`src/rtl/sprite_pkg.sv`:
```
// rtl/sprite_pkg.sv - shared types, key map and widths for the sprite mover
package sprite_pkg;

   localparam int CW = 10;

   typedef enum logic [2:0] {
      DIR_IDLE  = 3'd0,
      DIR_UP    = 3'd1,
      DIR_DOWN  = 3'd2,
      DIR_LEFT  = 3'd3,
      DIR_RIGHT = 3'd4
   } dir_t;

   localparam logic [7:0] KEY_RECENTER = 8'h72;

   // Rows are players 0..3, columns are up/left/down/right.
   localparam logic [7:0] KEY_MAP [4][4] = '{
      '{8'h77, 8'h61, 8'h73, 8'h64},
      '{8'h69, 8'h6A, 8'h6B, 8'h6C},
      '{8'h74, 8'h66, 8'h67, 8'h68},
      '{8'h38, 8'h34, 8'h35, 8'h36}
   };

   function automatic dir_t key_dir(input logic [1:0] col);
      case (col)
         2'd0:    return DIR_UP;
         2'd1:    return DIR_LEFT;
         2'd2:    return DIR_DOWN;
         default: return DIR_RIGHT;
      endcase
   endfunction

   function automatic dir_t dir_decode(input logic [2:0] code);
      if (code > 3'd4) begin
         return DIR_IDLE;
      end
      return dir_t'(code);
   endfunction

endpackage

```
`src/rtl/sprite_axis_step.sv`:
```
// rtl/sprite_axis_step.sv - one-axis coordinate step with clamp or wrap at the edges
module sprite_axis_step
   import sprite_pkg::*;
#(
   parameter int MAX  = 639,
   parameter int STEP = 4,
   parameter int WRAP = 0
) (
   input  logic [CW-1:0] pos_i,
   input  logic          inc_i,
   input  logic          dec_i,
   output logic [CW-1:0] pos_o
);

   localparam logic [CW:0] MAX_W  = (CW+1)'(MAX);
   localparam logic [CW:0] STEP_W = (CW+1)'(STEP);
   localparam logic [CW:0] SPAN_W = (CW+1)'(MAX + 1);

   logic [CW:0]   pos_w;
   logic [CW:0]   sum_w;
   logic [CW-1:0] res_w;

   // 11-bit intermediates keep pos+STEP and pos+SPAN-STEP free of overflow.
   always_comb begin
      pos_w = {1'b0, pos_i};
      sum_w = pos_w + STEP_W;
      res_w = pos_i;
      if (inc_i) begin
         if (sum_w > MAX_W) begin
            res_w = (WRAP != 0) ? CW'(sum_w - SPAN_W) : CW'(MAX_W);
         end else begin
            res_w = CW'(sum_w);
         end
      end else if (dec_i) begin
         if (pos_w < STEP_W) begin
            res_w = (WRAP != 0) ? CW'(pos_w + SPAN_W - STEP_W) : '0;
         end else begin
            res_w = CW'(pos_w - STEP_W);
         end
      end
      pos_o = res_w;
   end

endmodule

```
`src/rtl/sprite_mover.sv`:
```
// rtl/sprite_mover.sv - keyboard-driven movement of up to four sprites with collision flag
module sprite_mover
   import sprite_pkg::*;
#(
   parameter int N_PLAYERS = 2,
   parameter int X_MAX     = 639,
   parameter int Y_MAX     = 479,
   parameter int STEP      = 4,
   parameter int WRAP      = 0,
   parameter int HIT       = 16,
   parameter int X_INIT    = 320,
   parameter int Y_INIT    = 240
) (
   input  logic                    i_clk,
   input  logic                    i_rst,
   input  logic                    i_key_valid,
   input  logic [7:0]              i_key_ascii,
   input  logic                    i_break,
   input  logic                    i_frame_tick,
   output logic [N_PLAYERS*CW-1:0] o_x,
   output logic [N_PLAYERS*CW-1:0] o_y,
   output logic [N_PLAYERS*3-1:0]  o_state,
   output logic                    o_moved,
   output logic                    o_collide
);

   localparam logic [CW-1:0] X_RST = CW'(X_INIT);
   localparam logic [CW-1:0] Y_RST = CW'(Y_INIT);
   localparam logic [CW:0]   HIT_W = (CW+1)'(HIT);

   dir_t          state_q [N_PLAYERS];
   dir_t          state_d [N_PLAYERS];
   dir_t          dir_eff [N_PLAYERS];
   logic [CW-1:0] x_q     [N_PLAYERS];
   logic [CW-1:0] x_d     [N_PLAYERS];
   logic [CW-1:0] x_step  [N_PLAYERS];
   logic [CW-1:0] y_q     [N_PLAYERS];
   logic [CW-1:0] y_d     [N_PLAYERS];
   logic [CW-1:0] y_step  [N_PLAYERS];
   logic          moved_q;
   logic          moved_d;
   logic          collide_q;
   logic          collide_d;
   logic          recenter;

   assign recenter = i_key_valid && !i_break && (i_key_ascii == KEY_RECENTER);

   always_ff @(posedge i_clk or posedge i_rst) begin
      if (i_rst) begin
         for (int p = 0; p < N_PLAYERS; p++) begin
            state_q[p] <= DIR_IDLE;
         end
      end else begin
         for (int p = 0; p < N_PLAYERS; p++) begin
            state_q[p] <= state_d[p];
         end
      end
   end

   // Keys of players beyond N_PLAYERS are never compared, so they fall through unmapped.
   always_comb begin
      for (int p = 0; p < N_PLAYERS; p++) begin
         state_d[p] = dir_eff[p];
         if (recenter) begin
            state_d[p] = DIR_IDLE;
         end else if (i_key_valid) begin
            for (int k = 0; k < 4; k++) begin
               if (i_key_ascii == KEY_MAP[p][k]) begin
                  if (!i_break) begin
                     state_d[p] = key_dir(2'(k));
                  end else if (dir_eff[p] == key_dir(2'(k))) begin
                     state_d[p] = DIR_IDLE;
                  end
               end
            end
         end
      end
   end

   always_comb begin
      o_state = '0;
      for (int p = 0; p < N_PLAYERS; p++) begin
         dir_eff[p]         = dir_decode(state_q[p]);
         o_state[p*3 +: 3]  = dir_eff[p];
      end
   end

   // Steps use the pre-event state, so a key arriving with the tick only affects later ticks.
   for (genvar p = 0; p < N_PLAYERS; p++) begin : g_player
      sprite_axis_step #(
         .MAX  (X_MAX),
         .STEP (STEP),
         .WRAP (WRAP)
      ) u_x_step (
         .pos_i (x_q[p]),
         .inc_i (i_frame_tick && (dir_eff[p] == DIR_RIGHT)),
         .dec_i (i_frame_tick && (dir_eff[p] == DIR_LEFT)),
         .pos_o (x_step[p])
      );

      sprite_axis_step #(
         .MAX  (Y_MAX),
         .STEP (STEP),
         .WRAP (WRAP)
      ) u_y_step (
         .pos_i (y_q[p]),
         .inc_i (i_frame_tick && (dir_eff[p] == DIR_DOWN)),
         .dec_i (i_frame_tick && (dir_eff[p] == DIR_UP)),
         .pos_o (y_step[p])
      );

      assign o_x[p*CW +: CW] = x_q[p];
      assign o_y[p*CW +: CW] = y_q[p];
   end

   always_comb begin
      moved_d = 1'b0;
      for (int p = 0; p < N_PLAYERS; p++) begin
         x_d[p] = recenter ? X_RST : x_step[p];
         y_d[p] = recenter ? Y_RST : y_step[p];
         if ((x_d[p] != x_q[p]) || (y_d[p] != y_q[p])) begin
            moved_d = 1'b1;
         end
      end
   end

   always_ff @(posedge i_clk or posedge i_rst) begin
      if (i_rst) begin
         for (int p = 0; p < N_PLAYERS; p++) begin
            x_q[p] <= X_RST;
            y_q[p] <= Y_RST;
         end
         moved_q <= 1'b0;
      end else begin
         for (int p = 0; p < N_PLAYERS; p++) begin
            x_q[p] <= x_d[p];
            y_q[p] <= y_d[p];
         end
         moved_q <= moved_d;
      end
   end

   function automatic logic near(input logic [CW-1:0] a, input logic [CW-1:0] b);
      logic [CW-1:0] diff;
      diff = (a > b) ? (a - b) : (b - a);
      return {1'b0, diff} < HIT_W;
   endfunction

   always_comb begin
      collide_d = 1'b0;
      for (int i = 0; i < N_PLAYERS; i++) begin
         for (int j = i + 1; j < N_PLAYERS; j++) begin
            if (near(x_q[i], x_q[j]) && near(y_q[i], y_q[j])) begin
               collide_d = 1'b1;
            end
         end
      end
   end

   always_ff @(posedge i_clk or posedge i_rst) begin
      if (i_rst) begin
         collide_q <= 1'b0;
      end else begin
         collide_q <= collide_d;
      end
   end

   assign o_moved   = moved_q;
   assign o_collide = collide_q;

endmodule

```
`config.mk`:
```
export PLATFORM = sky130hd
export DESIGN_NAME = sprite_mover
export DESIGN_NICKNAME = d
export VERILOG_FILES = /design/src/rtl/sprite_pkg.sv /design/src/rtl/sprite_axis_step.sv /design/src/rtl/sprite_mover.sv
export SDC_FILE = /design/constraint.sdc
export NUM_CORES = 1
export LEC_CHECK = 0
export ABC_AREA = 1
export BUFFER_PORTS_ARGS = -buffer_cell sky130_fd_sc_hd__buf_2
export CAP_MARGIN = 5
export CORE_AREA = 5 5 119 121
export DETAILED_ROUTE_END_ITERATION = 6
export DIE_AREA = 0 0 124 126
export GPL_TIMING_DRIVEN = 1
export PLACE_DENSITY = 0.73
export SETUP_SLACK_MARGIN = 0.1
export SKIP_LAST_GASP = 1
export SYNTH_ARGS = -nofsm -noshare
export SYNTH_HDL_FRONTEND = slang
export SYNTH_HIERARCHICAL = 1
export SYNTH_SLANG_ARGS = --single-unit
```
`constraint.sdc`:
```
create_clock -name i_clk -period 3.1 [get_ports i_clk]
set_clock_uncertainty 0.05 [all_clocks]
set_input_delay 0.465 -clock i_clk [delete_from_list [all_inputs] [get_ports i_clk]]
set_output_delay 0.465 -clock i_clk [all_outputs]
set_load 0.02 [all_outputs]
```
==> metrics.txt, run 1 <==
Core Rows 42; Post-DRT Antenna Nets 0; Num CTS Buffers 5; vias in the first global route 6915; first-pass GRT wire length 33060 um; worst slew pin tran 0.5793 ns; Critical Path RT 3.24 ns; YS warnings 6; Synth Register Bits 48; Critical R2R Launch state_q[2]; crit-path max FO 6; Place WS 0.2528 ns; Post-Synthesis Cells 1232; DRT Pass-1 Iters 5; CP startpoint state_q[2]; Seq/Total Area, Yosys 0.1755; TNS Setup 0 ns; outcome complete, no violations; H-tree depth 2; die area 15620 um^2; critical path class reg -> reg; worst rel slew slack 0.6138; port bufs 60; Final WS setup 0.4156 ns; Setup crit end kind flop; startpoint types flop; Cell variety after synth 35; DP HPWL 16200 um; clock sink count 48; Mean Syn Cell Area 5.623 um^2; Post-Syn Area 6928 um^2; Die H 126 um; Initial Util 0.5337; Overall Power 9.007 mW; drt initial violations 621; RSZ-0062 raised after global routing no; RePlAce Congestion 0.9867; Clk Tree Root Cell clkbuf_16; DIE WIDTH 124 um; WL per Instance 13.47 um; Hold Vio Cnt, Final 0; TritonCTS clock tree yes; final setup vio count 0; Leak 4.598 nW; post-route cell area 7685 um^2; clock buffer depth 2; Syn Nets 1295; Core ar. 12980 um^2; Post-DP Area 7510 um^2; Max Slew Vio Count 0; maximum VDD drop 0.0005343 V; final worst path period need 2.684 ns; post-CTS setup buffers 0; Worst-path clk slew 0.07 ns; Max Fclk 372.5 MHz; initial antenna violation count 0; GRT Util Overall 0.2600; max_cap viols 0; Worst Path Arrival 2.82 ns; Layout area overhead 10.93%; hold crit path type in -> async; Inserted Diodes 0; Final nets 1370; total gr overflow 0; PwrDens 1172 nW/um^2; Residual DRC 0; DR vias 7596; share of cells above drive strength 1 0.1223; # IOs 61; period utilization 0.8660; Via density 5.119; worst hold slack 0.004084 ns; largest net degree at the start of global routing 42; Routed WL 19990 um; Worst-Skew Late Latency 0.30 ns
routing by layer:
layer,up-vias,global-route usage,share of wire
met5,-,0,0
met4,0,0.04510,0.014
met1,3370,0.3608,0.47
met2,233,0.4381,0.47
met3,27,0.03139,0.055
li1,3966,-,-
placed cells by master (no fill, tap or decap), types with 2 or more instances in the layout:
cell type	n
nor4_1	3
nand2_2	16
a21oi_2	4
o21ai_2	4
nor3_1	14
clkbuf_16	5
inv_1	220
nand2_1	439
nand4_1	30
xor2_1	36
nand3_2	8
nor2_4	6
nor2_2	4
nor2_1	128
xnor2_1	2
nand3_4	2
o21ai_0	32
a21oi_1	44
or2_2	4
buf_2	60
buf_4	21
o21ai_1	2
a22oi_1	3
o21bai_1	2
dfstp_2	12
o22ai_1	2
o31ai_1	2
ha_1	50
nand3_1	100
clkinvlp_4	2
dfrtp_1	36
inv_2	8
repair_timing:
item / in CTS / in global routing
resized for setup: 0 / 6
endpoints found under the setup margin: 0 / 1
hold buffers: 0 / 0
worst max-delay path: stages, from the launching register on:
cell	delay [ns]
dfrtp_1	0.40
inv_1	0.08
nand2_1	0.13
nor3_1	0.17
buf_4	0.18
nand2_1	0.11
nor3_2	0.18
nand2_1	0.18
nand2_1	0.16
inv_1	0.09
nand2_1	0.07
o21ai_0	0.09
inv_1	0.06
nand2_1	0.09
nand2_1	0.08
nand2_1	0.05
inv_1	0.05
nand4_1	0.11
nor2_1	0.16
nand3_1	0.09
power by group:
group          switching [mW]  total, mW  leakage (nW)  internal [mW]
sequential              0.658       1.58         0.569          0.919
combinational            4.52       6.86          3.96           2.34
clock                   0.266      0.567        0.0660          0.301
total                    5.45       9.01          4.60           3.56
cell type report:
| type | count | area [um^2] |
|---|---|---|
| clock buffers | 5 | 125.1 |
| clock inverters | 3 | 23.77 |
| fillers | 1386 | 5295 |
| inverters | 228 | 855.8 |
| multi-input cells | 943 | 4786 |
| flip-flops and latches | 48 | 1216 |
| well taps | 176 | 220.2 |
| repair buffers | 81 | 457.9 |
cell families after synthesis:
| kind of cell | count (synthesis) | share of synthesized area |
|---|---|---|
| AOI/OAI and AO/OA | 97 | 0.07784 |
| adders and majority gates | 50 | 0.09030 |
| DFF | 48 | 0.1755 |
| and+or+nand+nor | 757 | 0.4696 |
| buffers and inverters | 241 | 0.1374 |
| xor gates and xnor gates | 39 | 0.04931 |
cells in the mapped netlist, drive strengths merged:
| cell | number | area (um^2) |
|---|---|---|
| o22ai | 2 | 12.51 |
| or2 | 4 | 25.02 |
| o21ai | 38 | 205.2 |
| o31ai | 2 | 15.01 |
| a31oi | 1 | 6.260 |
| nand4 | 30 | 187.7 |
| nand3b | 1 | 7.510 |
| o21bai | 2 | 15.01 |
| nand2 | 455 | 1743 |
| dfstp | 12 | 315.3 |
| buf | 13 | 96.34 |
| nor2 | 138 | 565.5 |
| nor4 | 3 | 18.77 |
| nand3 | 110 | 615.6 |
| a22oi | 3 | 22.52 |
| nor3 | 16 | 90.09 |
| xor2 | 37 | 324.1 |
| dfrtp | 36 | 900.9 |
| xnor2 | 2 | 17.52 |
| a21oi | 48 | 255.2 |
| o211ai | 1 | 7.510 |
| inv | 228 | 855.8 |
| ha | 50 | 625.6 |
per-stage QoR:
step | cells | util
detailed placement | 1476 | 0.5786
floorplan | 1232 | -
CTS | 1484 | 0.5900
finish | 1484 | 0.5921
global route | 1484 | 0.5921
global placement | 1476 | 0.5786
sequential cells by signal (all words and copies together), names as in the netlist:
name and count:
state_q 6, o_y 20, o_x 20, o_moved 1, o_collide 1
path summary, 6_finish.rpt:
path / endpoint / slack, ns / cells past startpoint
max: o_moved / 0.42 / 19
min: state_q[1] / 0.004 / 2
max reg2reg: o_moved / 0.42 / 19
min reg2reg: state_q[2] / 0.56 / 3
max in group asynchronous: o_y[16] / 2.19 / 3
min in group i_clk: state_q[3] / 0.39 / 2
(Power assumes the default switching activity.)
==> run 2, diff against run 1 <==
Settings changed: RECOVER_POWER set to 100.
==> run 2 against run 1 <==
Effect of this change: first-iteration DRC count fell by 7.9%; design area fell by 1.1%; critical path depth fell by 4; clock-buffer cell count did not move; sequential power barely moved; via count fell by 0.57%; setup slack got worse by 0.12 ns; highest routed layer unchanged; sequential share of layout area rose by 0.18 points; global-route usage did not move; largest cell class unchanged.
==> metrics.txt, run 2 (same netlist as run 1, synthesis figures left out) <==
WL per Instance 13.42 um (was 13.47 um); Final WS setup 0.2979 ns (was 0.4156 ns); post-CTS setup buffers 0 (unchanged); RSZ-0062 raised after global routing no (unchanged); outcome complete, no violations (unchanged); first-pass GRT wire length 33060 um (unchanged); filler cell count 1419 (was 1386); Routed WL 19910 um (was 19990 um); Leak 4.451 nW (was 4.598 nW); Critical Path RT 3.24 ns (about the same); Critical Path Max Stage Delay 0.39 ns (was 0.40 ns); vias in the first global route 6915 (unchanged); Setup crit end kind flop (unchanged); CP startpoint state_q[4] (was state_q[2]); period utilization 0.9039 (was 0.8660); final setup vio count 0 (unchanged); port bufs 60 (unchanged); reg2reg end o_moved (unchanged); Num CTS Buffers 5 (unchanged); final worst path period need 2.802 ns (was 2.684 ns); largest net degree at the start of global routing 42 (unchanged); Core ar. 12980 um^2 (unchanged); worst rel slew slack 0.2950 (was 0.6138); share of cells above drive strength 1 0.07798 (was 0.1223); CP dominant cell by count nand2_1 (unchanged); slowest CP cell dfrtp_1 (unchanged); crit-path max FO 5 (was 6); RePlAce Congestion 0.9867 (unchanged); Final nets 1370 (unchanged); TNS Setup 0 ns (unchanged); FF-to-FF path depth 15 (was 19); Sw Pwr 5.438 mW (was 5.447 mW); Hold Vio Cnt, Final 0 (unchanged); critical path class reg -> reg (unchanged); Place WS 0.2528 ns (unchanged); Layout area overhead 9.680% (was 10.93%); Inserted Diodes 0 (unchanged); Via density 5.090 (was 5.119); Max Fclk 356.9 MHz (was 372.5 MHz); worst slew pin tran 1.057 ns (was 0.5793 ns); TritonCTS clock tree yes (unchanged); commonest non-fill, non-tap cell in the layout nand2_1 (unchanged); DR vias 7553 (was 7596); GRT Util Overall 0.2600 (unchanged); PwrDens 1173 nW/um^2 (was 1172 nW/um^2); total gr overflow 0 (unchanged); DIE WIDTH 124 um (unchanged); Resized Gates After CTS 0 (unchanged); # IOs 61 (unchanged); drt initial violations 572 (was 621); maximum VDD drop 0.0005245 V (was 0.0005343 V); most frequent cells in the layout nand2_1, inv_1, nor2_1 (unchanged); power share of the combinational group 0.762 (about the same); critical path, cell by cell inv_1 > nand2_1 > a21oi_1 > nand2_1 > nor2_1 > clkbuf_1 > a21oi_1 > a21oi_1 > nand2_1 > inv_1 > nand2_1 > xor2_1 > nand4_1 > nor2_1 > nand3_1 (was inv_1 > nand2_1 > nor3_1 > buf_4 > nand2_1 > nor3_2 > nand2_1 > nand2_1 > inv_1 > nand2_1 > o21ai_0 > inv_1 > nand2_1 > nand2_1 > nand2_1 > inv_1 > nand4_1 > nor2_1 > nand3_1); Die H 126 um (unchanged); clock buffer depth 2 (unchanged); clock sink count 48 (unchanged); Worst-Skew Late Latency 0.30 ns (about the same); DP HPWL 16200 um (unchanged); Internal Pwr Total 3.472 mW (was 3.559 mW); Post-DRT Antenna Nets 0 (unchanged); Reg power frac 0.174 (was 0.175); H-tree depth 2 (unchanged); die area 15620 um^2 (unchanged); DRT Pass-1 Iters 5 (unchanged); initial antenna violation count 0 (unchanged); Worst Path Arrival 2.94 ns (was 2.82 ns); Net Sw Frac 0.6104 (was 0.6048); Core Rows 42 (unchanged); max_cap viols 0 (unchanged); Worst-path clk slew 0.07 ns (about the same); Critical R2R Launch state_q[4] (was state_q[2]); Initial Util 0.5337 (unchanged); Clk Tree Root Cell clkbuf_16 (unchanged); startpoint types flop (unchanged); clock share of power 0.064 (was 0.063); Residual DRC 0 (unchanged); flop2flop setup slack 0.30 ns (was 0.42 ns); Max Slew Vio Count 0 (unchanged); Hold-fix buffers, CTS 0 (unchanged); hold crit path type in -> async (unchanged)
[run 2: metrics by stage]
stage          hold slack (ns)  area, um^2  total power, mW  std cells    util
6_report               0.06240        7599            8.910       1484  0.5854
5_1_grt                0.07437        7599            9.924       1484  0.5854
3_3_place_gp            0.3275        7510            8.274       1476  0.5786
4_1_cts               0.004441        7659            8.936       1484  0.5900
3_5_place_dp            0.3283        7510            8.331       1476  0.5786
2_1_floorplan           0.5029        6928            6.548       1232       -
[run 2: critical path: cells and delay by family, from the launching register on]
family	cells	cell delay (ns)
AND/OR/NAND/NOR	8	1.00
AO/OA/AOI/OAI	3	0.63
buffers and inverters	3	0.40
flip-flops	1	0.39
XOR/XNOR	1	0.22
[run 2: power groups by stage]
stage / Combinational [mW] / Clock [mW] / Sequential (mW)
6_report: 6.79 / 0.566 / 1.55
5_1_grt: 7.72 / 0.602 / 1.60
4_1_cts: 6.80 / 0.576 / 1.56
3_5_place_dp: 6.76 / 0 / 1.57
3_3_place_gp: 6.72 / 0 / 1.56
2_1_floorplan: 4.93 / 0 / 1.62
[run 2: final cells by class]
class	instances	area, um^2	share of cell area
Multi-Input combinational cell	943	4775	0.6284
Inverter	228	855.8	0.1126
Timing Repair Buffer	81	382.9	0.05039
Clock buffer	5	125.1	0.01647
Sequential cell	48	1216	0.1601
Clock inverter	3	23.77	0.003129
Tap cell	176	220.2	0.02898
[run 2: worst max path at each step]
stage | slack, ns | endpoint
after global routing | 0.06 | o_moved
after floorplan | 0.36 | o_moved
final | 0.30 | o_moved
after CTS | 0.23 | o_moved
after global placement | 0.28 | o_moved
after detailed placement | 0.25 | o_moved
[run 2: metal layers]
metal	global-route usage	share of wire
met1	0.3608	0.47
met2	0.4381	0.47
met3	0.03139	0.046
met4	0.04510	0.012
met5	0	0
